## config.mk

```make
export PLATFORM = sky130hd
export DESIGN_NAME = cmd_receiver
export DESIGN_NICKNAME = d
export VERILOG_FILES = /design/src/rtl/cmd_receiver_pkg.sv /design/src/rtl/cmd_receiver_ascii_dec2.sv /design/src/rtl/cmd_receiver.sv
export SDC_FILE = /design/constraint.sdc
export NUM_CORES = 1
export LEC_CHECK = 0
export ABC_AREA = 1
export BUFFER_PORTS_ARGS = -buffer_cell sky130_fd_sc_hd__buf_4
export CAP_MARGIN = 20
export CELL_PAD_IN_SITES_DETAIL_PLACEMENT = 1
export CELL_PAD_IN_SITES_GLOBAL_PLACEMENT = 2
export CORE_MARGIN = 5
export CORE_UTILIZATION = 36
export DETAILED_ROUTE_END_ITERATION = 8
export GPL_TIMING_DRIVEN = 0
export PLACE_DENSITY_LB_ADDON = 0.1
export SLEW_MARGIN = 20
export SYNTH_ARGS = -nofsm -noshare
export SYNTH_HDL_FRONTEND = slang
export SYNTH_HIERARCHICAL = 1
export SYNTH_SLANG_ARGS = --single-unit
```

## constraint.sdc

```tcl
create_clock -name clk -period 4.6 [get_ports clk]
set_input_delay 0.46 -clock clk [delete_from_list [all_inputs] [get_ports clk]]
set_output_delay 0.46 -clock clk [all_outputs]
set_load 0.01 [all_outputs]
```

## src/rtl/cmd_receiver_pkg.sv

```systemverilog
// Shared constants and types for the ASCII command receiver.
// Holds character codes, FSM encoding and pulse bit positions.
package cmd_receiver_pkg;

    localparam logic [7:0] ASC_CR = 8'h0D;
    localparam logic [7:0] ASC_LF = 8'h0A;
    localparam logic [7:0] ASC_0  = 8'h30;
    localparam logic [7:0] ASC_9  = 8'h39;
    localparam logic [7:0] ASC_LA = 8'h61;
    localparam logic [7:0] ASC_LZ = 8'h7A;
    localparam logic [7:0] ASC_G  = 8'h47;
    localparam logic [7:0] ASC_P  = 8'h50;
    localparam logic [7:0] ASC_C  = 8'h43;
    localparam logic [7:0] ASC_V  = 8'h56;
    localparam logic [7:0] ASC_W  = 8'h57;
    localparam logic [7:0] ASC_U  = 8'h55;
    localparam logic [7:0] ASC_D  = 8'h44;
    localparam logic [7:0] ASC_T  = 8'h54;

    localparam int NPLS    = 9;
    localparam int P_START = 0;
    localparam int P_STOP  = 1;
    localparam int P_CLEAR = 2;
    localparam int P_SAVE  = 3;
    localparam int P_WTIME = 4;
    localparam int P_SR04  = 5;
    localparam int P_DHT   = 6;
    localparam int P_SET   = 7;
    localparam int P_ERR   = 8;

    typedef enum logic [1:0] {
        S_IDLE,
        S_CMD,
        S_TIME,
        S_ERR
    } state_t;

    typedef logic [NPLS-1:0] pls_t;

    function automatic logic is_term(input logic [7:0] c);
        return (c == ASC_CR) || (c == ASC_LF);
    endfunction

    function automatic logic is_digit(input logic [7:0] c);
        return (c >= ASC_0) && (c <= ASC_9);
    endfunction

    // One-hot trigger for a single-letter command; zero if not one.
    function automatic pls_t cmd_pulse(input logic [7:0] c);
        pls_t p;
        p = '0;
        case (c)
            ASC_G:   p[P_START] = 1'b1;
            ASC_P:   p[P_STOP]  = 1'b1;
            ASC_C:   p[P_CLEAR] = 1'b1;
            ASC_V:   p[P_SAVE]  = 1'b1;
            ASC_W:   p[P_WTIME] = 1'b1;
            ASC_U:   p[P_SR04]  = 1'b1;
            ASC_D:   p[P_DHT]   = 1'b1;
            default: p = '0;
        endcase
        return p;
    endfunction

endpackage

```

## src/rtl/cmd_receiver_ascii_dec2.sv

```systemverilog
// Two ASCII digits to a binary 0..99 value.
// valid is low if either byte is not a decimal digit.
module ascii_dec2
    import cmd_receiver_pkg::*;
(
    input  logic [7:0] tens,
    input  logic [7:0] units,
    output logic [6:0] value,
    output logic       valid
);

    logic [7:0] t_d;
    logic [7:0] u_d;

    assign t_d   = tens - ASC_0;
    assign u_d   = units - ASC_0;
    assign valid = is_digit(tens) && is_digit(units);
    assign value = (t_d[6:0] * 7'd10) + u_d[6:0];

endmodule

```

## src/rtl/cmd_receiver.sv

```systemverilog
// Line-oriented ASCII command parser fed from an FWFT RX FIFO.
// Emits one-cycle trigger pulses and a registered time-set value.
module cmd_receiver
    import cmd_receiver_pkg::*;
#(
    parameter bit CASE_INS = 1'b1
) (
    input  logic       clk,
    input  logic       rst,
    input  logic       empty,
    input  logic [7:0] i_data,
    output logic       pop,
    output logic       sw_start_trig,
    output logic       sw_stop_trig,
    output logic       sw_clear_trig,
    output logic       sw_save_trig,
    output logic       w_time_trig,
    output logic       sr04_dist_trig,
    output logic       dht11_trig,
    output logic [4:0] set_hour,
    output logic [5:0] set_min,
    output logic [5:0] set_sec,
    output logic       set_time_trig,
    output logic       cmd_err
);

    state_t          state, state_nx;
    logic [2:0]      cnt, cnt_nx;
    logic [5:0][7:0] dig, dig_nx;
    logic [7:0]      cmd, cmd_nx;
    pls_t            pls, pls_nx;
    logic            set_ld;
    logic [7:0]      ub;
    logic [6:0]      h_val, m_val, s_val;
    logic            h_ok, m_ok, s_ok;
    logic            time_ok;

    ascii_dec2 u_dec_h (.tens(dig[0]), .units(dig[1]), .value(h_val), .valid(h_ok));
    ascii_dec2 u_dec_m (.tens(dig[2]), .units(dig[3]), .value(m_val), .valid(m_ok));
    ascii_dec2 u_dec_s (.tens(dig[4]), .units(dig[5]), .value(s_val), .valid(s_ok));

    assign time_ok = h_ok && m_ok && s_ok && (h_val <= 7'd23) &&
                     (m_val <= 7'd59) && (s_val <= 7'd59);

    assign ub = (CASE_INS && (i_data >= ASC_LA) && (i_data <= ASC_LZ)) ?
                (i_data - 8'h20) : i_data;

    assign pop = !empty && !rst;

    assign sw_start_trig  = pls[P_START];
    assign sw_stop_trig   = pls[P_STOP];
    assign sw_clear_trig  = pls[P_CLEAR];
    assign sw_save_trig   = pls[P_SAVE];
    assign w_time_trig    = pls[P_WTIME];
    assign sr04_dist_trig = pls[P_SR04];
    assign dht11_trig     = pls[P_DHT];
    assign set_time_trig  = pls[P_SET];
    assign cmd_err        = pls[P_ERR];

    // Next state, digit capture and the pulse to fire next cycle.
    always_comb begin
        state_nx = state;
        cnt_nx   = cnt;
        dig_nx   = dig;
        cmd_nx   = cmd;
        pls_nx   = '0;
        set_ld   = 1'b0;
        if (!empty) begin
            unique case (state)
                S_IDLE: begin
                    if (is_term(i_data)) begin
                        state_nx = S_IDLE;
                    end else if (ub == ASC_T) begin
                        cnt_nx   = 3'd0;
                        state_nx = S_TIME;
                    end else if (cmd_pulse(ub) != '0) begin
                        cmd_nx   = ub;
                        state_nx = S_CMD;
                    end else begin
                        state_nx = S_ERR;
                    end
                end
                S_CMD: begin
                    if (is_term(i_data)) begin
                        pls_nx   = cmd_pulse(cmd);
                        state_nx = S_IDLE;
                    end else begin
                        state_nx = S_ERR;
                    end
                end
                S_TIME: begin
                    if (is_term(i_data)) begin
                        if ((cnt == 3'd6) && time_ok) begin
                            pls_nx[P_SET] = 1'b1;
                            set_ld        = 1'b1;
                        end else begin
                            pls_nx[P_ERR] = 1'b1;
                        end
                        state_nx = S_IDLE;
                    end else if (is_digit(i_data) && (cnt < 3'd6)) begin
                        for (int i = 0; i < 6; i++) begin
                            if (cnt == 3'(i)) dig_nx[i] = i_data;
                        end
                        cnt_nx = cnt + 3'd1;
                    end else begin
                        state_nx = S_ERR;
                    end
                end
                S_ERR: begin
                    if (is_term(i_data)) begin
                        pls_nx[P_ERR] = 1'b1;
                        state_nx      = S_IDLE;
                    end
                end
                default: state_nx = S_IDLE;
            endcase
        end
    end

    // Parser state, pulse register and time-set value.
    always_ff @(posedge clk or posedge rst) begin
        if (rst) begin
            state    <= S_IDLE;
            cnt      <= 3'd0;
            dig      <= '0;
            cmd      <= 8'h00;
            pls      <= '0;
            set_hour <= 5'd0;
            set_min  <= 6'd0;
            set_sec  <= 6'd0;
        end else begin
            state <= state_nx;
            cnt   <= cnt_nx;
            dig   <= dig_nx;
            cmd   <= cmd_nx;
            pls   <= pls_nx;
            if (set_ld) begin
                set_hour <= h_val[4:0];
                set_min  <= m_val[5:0];
                set_sec  <= s_val[5:0];
            end
        end
    end

endmodule

```

==> results of run 1 <==
## final cells by class
class | count | area (sq um) | area share
multi-input combinational | 463 | 2591 | 0.4246
sequential | 87 | 2177 | 0.3567
inverter | 110 | 420.4 | 0.06888
timing repair buffer | 38 | 305.3 | 0.05002
clock buffer | 10 | 239.0 | 0.03916
tap | 184 | 230.2 | 0.03772
buffer | 11 | 72.57 | 0.01189
clock inverter | 6 | 67.56 | 0.01107
## flip-flops by register name, summed over array words and instances (netlist names)
signal and cells:
set_hour 5, pls 9, cmd 8, dig 48
set_min 6, cnt 3, state 2, set_sec 6
## metrics by stage
step	worst slack [ns]	cell area, sq um	hold slack (ns)	cells
after CTS	0.3048	6103	0.1715	909
after global routing	0.1265	6103	0.1952	909
final	0.3610	6103	0.1576	909
after detailed placement	0.3073	5797	0.4553	893
after global placement	0.4003	5767	0.4520	892
after floorplan	1.191	5259	0.4396	671
## worst max-delay path, cell delays in order (launching register included)
cell and delay (ns):
dfrtp_1 0.41, ha_1 0.32, ha_1 0.21, fa_1 0.43
ha_1 0.29, ha_1 0.37, a21oi_2 0.16, nand2_1 0.06
nand2_1 0.07, nand2_1 0.05, nand2_1 0.06, nand2_1 0.08
nor4_1 0.54, nand4_1 0.25, or2_1 0.31, buf_6 0.15
buf_2 0.20, nand2_1 0.08, nand2_1 0.05
## path summary, 6_finish.rpt
check | startpoint | endpoint | slack (ns) | cells after the start
min in group clk | i_data[0] | cmd[0] | 0.36 | 3
worst max register to register | dig[1] | set_min[4] | 0.36 | 18
worst max-delay path | dig[1] | set_min[4] | 0.36 | 18
max in group asynchronous | rst | dig[11] | 3.81 | 3
worst min-delay path | rst | pls[4] | 0.16 | 2
worst min register to register | dig[28] | dig[28] | 0.47 | 1
## layer usage
layer  global-route usage  vias to the layer above  share of wire
met1               0.2248                     2050           0.46
met4              0.05445                        0          0.014
met5                    0                        -              0
li1                     -                     2182              -
met3              0.03089                       16          0.031
met2               0.2993                       45           0.49
## power groups by stage
stage               clock [mW]  sequential (mW)  combinational (mW)
floorplan                    0            0.894               0.462
global placement             0            0.912               0.594
detailed placement           0            0.915               0.637
CTS                      0.786            0.901               0.645
global route             0.814            0.912               0.732
finish                   0.762            0.899               0.625
## cells in the final DEF (no fill, tap or decap), types with 7 or more instances in the layout
| master | instances |
|---|---|
| inv_1 | 102 |
| buf_4 | 40 |
| nand4_1 | 8 |
| nand3_1 | 36 |
| nor2_1 | 58 |
| ha_1 | 53 |
| nand2_1 | 206 |
| a21oi_1 | 8 |
| clkbuf_16 | 9 |
| nor3_1 | 7 |
| dfrtp_1 | 87 |
| or2_2 | 8 |
| o21ai_0 | 38 |
| nand2_2 | 10 |
## logic make-up after synthesis
kind of cell	synth area share
XOR/XNOR	0.01332
AND/OR/NAND/NOR	0.2819
buffers and inverters	0.09326
adder cells (fa/ha/maj)	0.1489
flip-flops	0.4140
AO/OA/AOI/OAI	0.04854
==> impl_metrics.json, run 1 <==
{
  "cts-resized-gates": 0,
  "drv_slew": 0,
  "ir_drop_v": 0.0002041,
  "powerDensity_mw_per_mm2": 374.6,
  "fin_worst_skew_ns": 0.007902,
  "synth_area_sq_mm": 0.005259,
  "drt_iter0_drc": 85,
  "cap_viol_max_count": 0,
  "layout-drive-gt1-share": 0.1283,
  "power.static_leakage_nw": 3.441,
  "cts_tree": "yes",
  "vias": 4293,
  "area_growth_pct": 16.06,
  "cts_sinks": 87,
  "core_area_sq_mm": 0.01442,
  "seqPwrFrac": 0.393,
  "antenna_found_initial": 0,
  "worst_pin_slew_ns": 0.5852,
  "fin_crit_sh": 0.9215,
  "synth_top_cell_area_share": 0.4140,
  "diodes": 0,
  "power.share.switching": 0.3397,
  "cts.clk_slew.worst_paths_ns": 0.07,
  "tns_ns": 0,
  "synthTopCellsByCount": "nand2_1, inv_1, dfrtp_1",
  "grt_overflow": 0,
  "power_mw": 2.286,
  "synth_cell_type_count": 34,
  "start_kind": "register",
  "hold_class": "in2async",
  "hpwlAfterDp_mm": 10.66,
  "pwr-share-comb": 0.273,
  "wire_per_inst_microns": 14.85,
  "die_h_microns": 130.9,
  "grt_max_degree": 53,
  "grt_pass1_wl_mm": 23.23,
  "period_needed_ns": 4.239,
  "die_w_microns": 130.9,
  "clock_path_buffers": 2,
  "port_buffers": 37,
  "synth_warnings": 6,
  "hold_viol": 0,
  "synth_edf_count": 0,
  "clock_power_share": 0.334,
  "post-route-util": 0.4231,
  "finalSetupViolations": 0,
  "avgSynthCellArea_sq_um": 7.837,
  "cts_root_buf": "clkbuf_16",
  "drt-vias-per-instance": 4.723,
  "synth_cells": 671,
  "pin_count": 38,
  "outcome": "finished clean",
  "switchingPower_mw": 0.7767,
  "power.internal_mw": 1.509,
  "gr-usage-all-layers": 0.1746,
  "fillers": 1782,
  "drt_wl_total_mm": 13.50,
  "clk-insertion-delay-late_ns": 0.35,
  "holdBufCountCts": 0,
  "drc": 0,
  "end_kind": "register",
  "critPathKind": "reg2reg",
  "max_freq_mhz": 235.9,
  "yosysMostFrequentCell": "nand2_1",
  "required_ns": 4.84,
  "cts_max_level": 3,
  "ys_seq_area_frac": 0.4140,
  "ys.flop_type": "dfrtp_1",
  "synthTopCellsByArea": "dfrtp_1, nand2_1, ha_1, inv_1, nor2_1",
  "cts_buffers": 9,
  "die_area_sq_mm": 0.01712,
  "async_flop_share": 1.000,
  "initial_core_util": 0.3646,
  "synth_nets": 741,
  "drtPass1Iterations": 4,
  "synth_area_leader_cell": "dfrtp_1",
  "synth_seq_cells": 87,
  "fp-row-count": 44,
  "post-cts-setup-buffers": 0,
  "relSlewSlack": 0.6063,
  "place.gp.congestion": 0.7916,
  "critPathArrivalTime_ns": 4.48,
  "ant_nets": 0,
  "critPathMaxFanout": 10,
  "nets": 790,
  "grt_pass1_vias": 4675,
  "grt_setup_unrepaired": "no"
}
Power figures use the tool's default switching activity.
==> run 2, diff against run 1 <==
--- a/config.mk
+++ b/config.mk
@@ -10,11 +10,12 @@
 export CAP_MARGIN = 20
 export CELL_PAD_IN_SITES_DETAIL_PLACEMENT = 1
 export CELL_PAD_IN_SITES_GLOBAL_PLACEMENT = 2
-export CORE_MARGIN = 5
-export CORE_UTILIZATION = 36
+export CORE_UTILIZATION = 37
+export CTS_BUF_LIST = sky130_fd_sc_hd__clkbuf_8
 export DETAILED_ROUTE_END_ITERATION = 8
 export GPL_TIMING_DRIVEN = 0
 export PLACE_DENSITY_LB_ADDON = 0.1
+export SETUP_SLACK_MARGIN = 0.5
 export SLEW_MARGIN = 20
 export SYNTH_ARGS = -nofsm -noshare
 export SYNTH_HDL_FRONTEND = slang
==> run 2 against run 1 <==
- utilization rose by 1.4 points
- fmax rose by 11%
- sequential share of layout area rose by 0.21 points
==> impl_metrics.json, run 2 (synthesis results as in run 1) <==
{
  "drt_wl_total_mm": 12.87,
  "critPathKind": "reg2reg",
  "area_growth_pct": 15.39,
  "drtPass1Iterations": 4,
  "vias": 4280,
  "drt_iter0_drc": 118,
  "top_regs": "dig: 48 flops, pls: 9 flops, cmd: 8 flops",
  "die_h_microns": 121.2,
  "hpwlAfterDp_mm": 10.27,
  "power.static_leakage_nw": 3.426,
  "period_needed_ns": 3.821,
  "routed-wl-met2_mm": 6.103,
  "grt_max_degree": 56,
  "hold_viol": 0,
  "cts_max_level": 3,
  "drv_slew": 0,
  "die_area_sq_mm": 0.01469,
  "required_ns": 4.85,
  "layout-drive-gt1-share": 0.1336,
  "clock_path_buffers": 2,
  "grt_pass1_wl_mm": 21.69,
  "cts_sinks": 87,
  "wire_per_inst_microns": 14.21,
  "cts_root_buf": "clkbuf_8",
  "end_kind": "register",
  "fp-row-count": 43,
  "drt-vias-per-instance": 4.724,
  "nets": 791,
  "drt-met1-wl_mm": 6.279,
  "fin_worst_skew_ns": 0.01483,
  "start_kind": "register",
  "grt_overflow": 0,
  "drc": 0,
  "cap_viol_max_count": 0,
  "place.gp.congestion": 0.8076,
  "core_area_sq_mm": 0.01388,
  "critPathArrivalTime_ns": 4.07,
  "largest_register": "dig",
  "clk-insertion-delay-late_ns": 0.37,
  "grt_pass1_vias": 4432,
  "final_common_cell": "nand2_1",
  "antenna_found_initial": 0,
  "cts_buffers": 9,
  "powerDensity_mw_per_mm2": 359.8,
  "outcome": "finished clean",
  "finalSetupViolations": 0,
  "relSlewSlack": 0.6334,
  "pin_count": 38,
  "fin_crit_sh": 0.8307,
  "ir_drop_v": 0.0001963,
  "gr-usage-all-layers": 0.1912,
  "critPathMaxFanout": 10,
  "layout_common_cells": "nand2_1, inv_1, dfrtp_1, nor2_1, ha_1",
  "worst_pin_slew_ns": 0.5479,
  "hold_class": "in2async",
  "diodes": 0,
  "ant_nets": 0,
  "tns_ns": 0,
  "holdWs_ns": 0.1062,
  "largest_reg_flops": 48,
  "wl_met3_microns": 358,
  "cts_tree": "yes",
  "port_buffers": 37,
  "die_w_microns": 121.2,
  "initial_core_util": 0.3789,
  "max_freq_mhz": 261.7,
  "dr.max_layer_used": "met4",
  "cts.clk_slew.worst_paths_ns": 0.09,
  "grt_setup_unrepaired": "no"
}
[run 2: cell count changes in the layout (fill, tap and decap cells not counted), sizes merged]
| cell | delta |
|---|---|
| clkinv | -1 |
| inv | +2 |
| bufinv | +1 |
| clkbuf | +1 |
| clkinvlp | -2 |
[run 2: timing repair]
action                                  CTS  global route
endpoints found under the hold margin     0             0
buffers inserted                          0             1
pin swaps                                 0             1
endpoints found under the setup margin   10            10
gates resized for setup                   1             4
hold buffers                              0             0
[run 2: layout make-up]
cell class,instances,area (sq um)
Sequential cell,87,2177
Multi-Input combinational cell,463,2623
Clock buffer,10,137.6
Buffer,11,75.07
Tap cell,180,225.2
Inverter,110,420.4
Clock inverter,6,97.59
Fill cell,1723,7812
Timing Repair Buffer,39,312.8
[run 2: critical path: stages, from the launching register on]
cell      delay, ns
dfrtp_1        0.43
ha_1           0.31
ha_1           0.21
fa_1           0.44
ha_1           0.33
ha_4           0.27
a21oi_2        0.14
nand2_1        0.06
nand2_1        0.08
nand2_1        0.05
nand2_1        0.05
nand2_1        0.10
nor4_4         0.31
nand4_1        0.18
or2_1          0.26
buf_6          0.15
clkbuf_4       0.21
nand2_1        0.09
nand2_1        0.05
[run 2: report_power, final]
part | switching, mW | internal [mW] | total [mW]
clock | 0.297 | 0.331 | 0.628
combinational | 0.399 | 0.257 | 0.657
sequential | 0.0640 | 0.835 | 0.899
total | 0.760 | 1.42 | 2.18
[run 2: per-layer routing]
metal	GRT usage	up-vias
met4	0.04630	0
met3	0.02867	10
li1	-	2184
met5	0	-
met2	0.3268	49
met1	0.2531	2037
[run 2: worst paths after layout]
| path | slack (ns) | cells after the start | endpoint | start |
|---|---|---|---|---|
| max in group asynchronous | 3.86 | 3 | pls[7] | rst |
| max reg2reg | 0.78 | 18 | set_min[3] | dig[1] |
| min | 0.11 | 2 | pls[0] | rst |
| min reg2reg | 0.48 | 1 | dig[12] | dig[12] |
| min in group clk | 0.35 | 2 | pls[8] | empty |
| max | 0.78 | 18 | set_min[3] | dig[1] |
[run 2: stage by stage]
stage / total power [mW] / std cells / area [sq um] / util / setup WS [ns]
2_1_floorplan: 1.356 / 671 / 5259 / - / 1.191
3_3_place_gp: 1.496 / 888 / 5762 / 0.4151 / 0.5040
3_5_place_dp: 1.534 / 889 / 5792 / 0.4173 / 0.4531
4_1_cts: 2.178 / 905 / 6033 / 0.4346 / 0.5694
5_1_grt: 2.351 / 906 / 6068 / 0.4372 / 0.5060
6_report: 2.183 / 906 / 6068 / 0.4372 / 0.7787
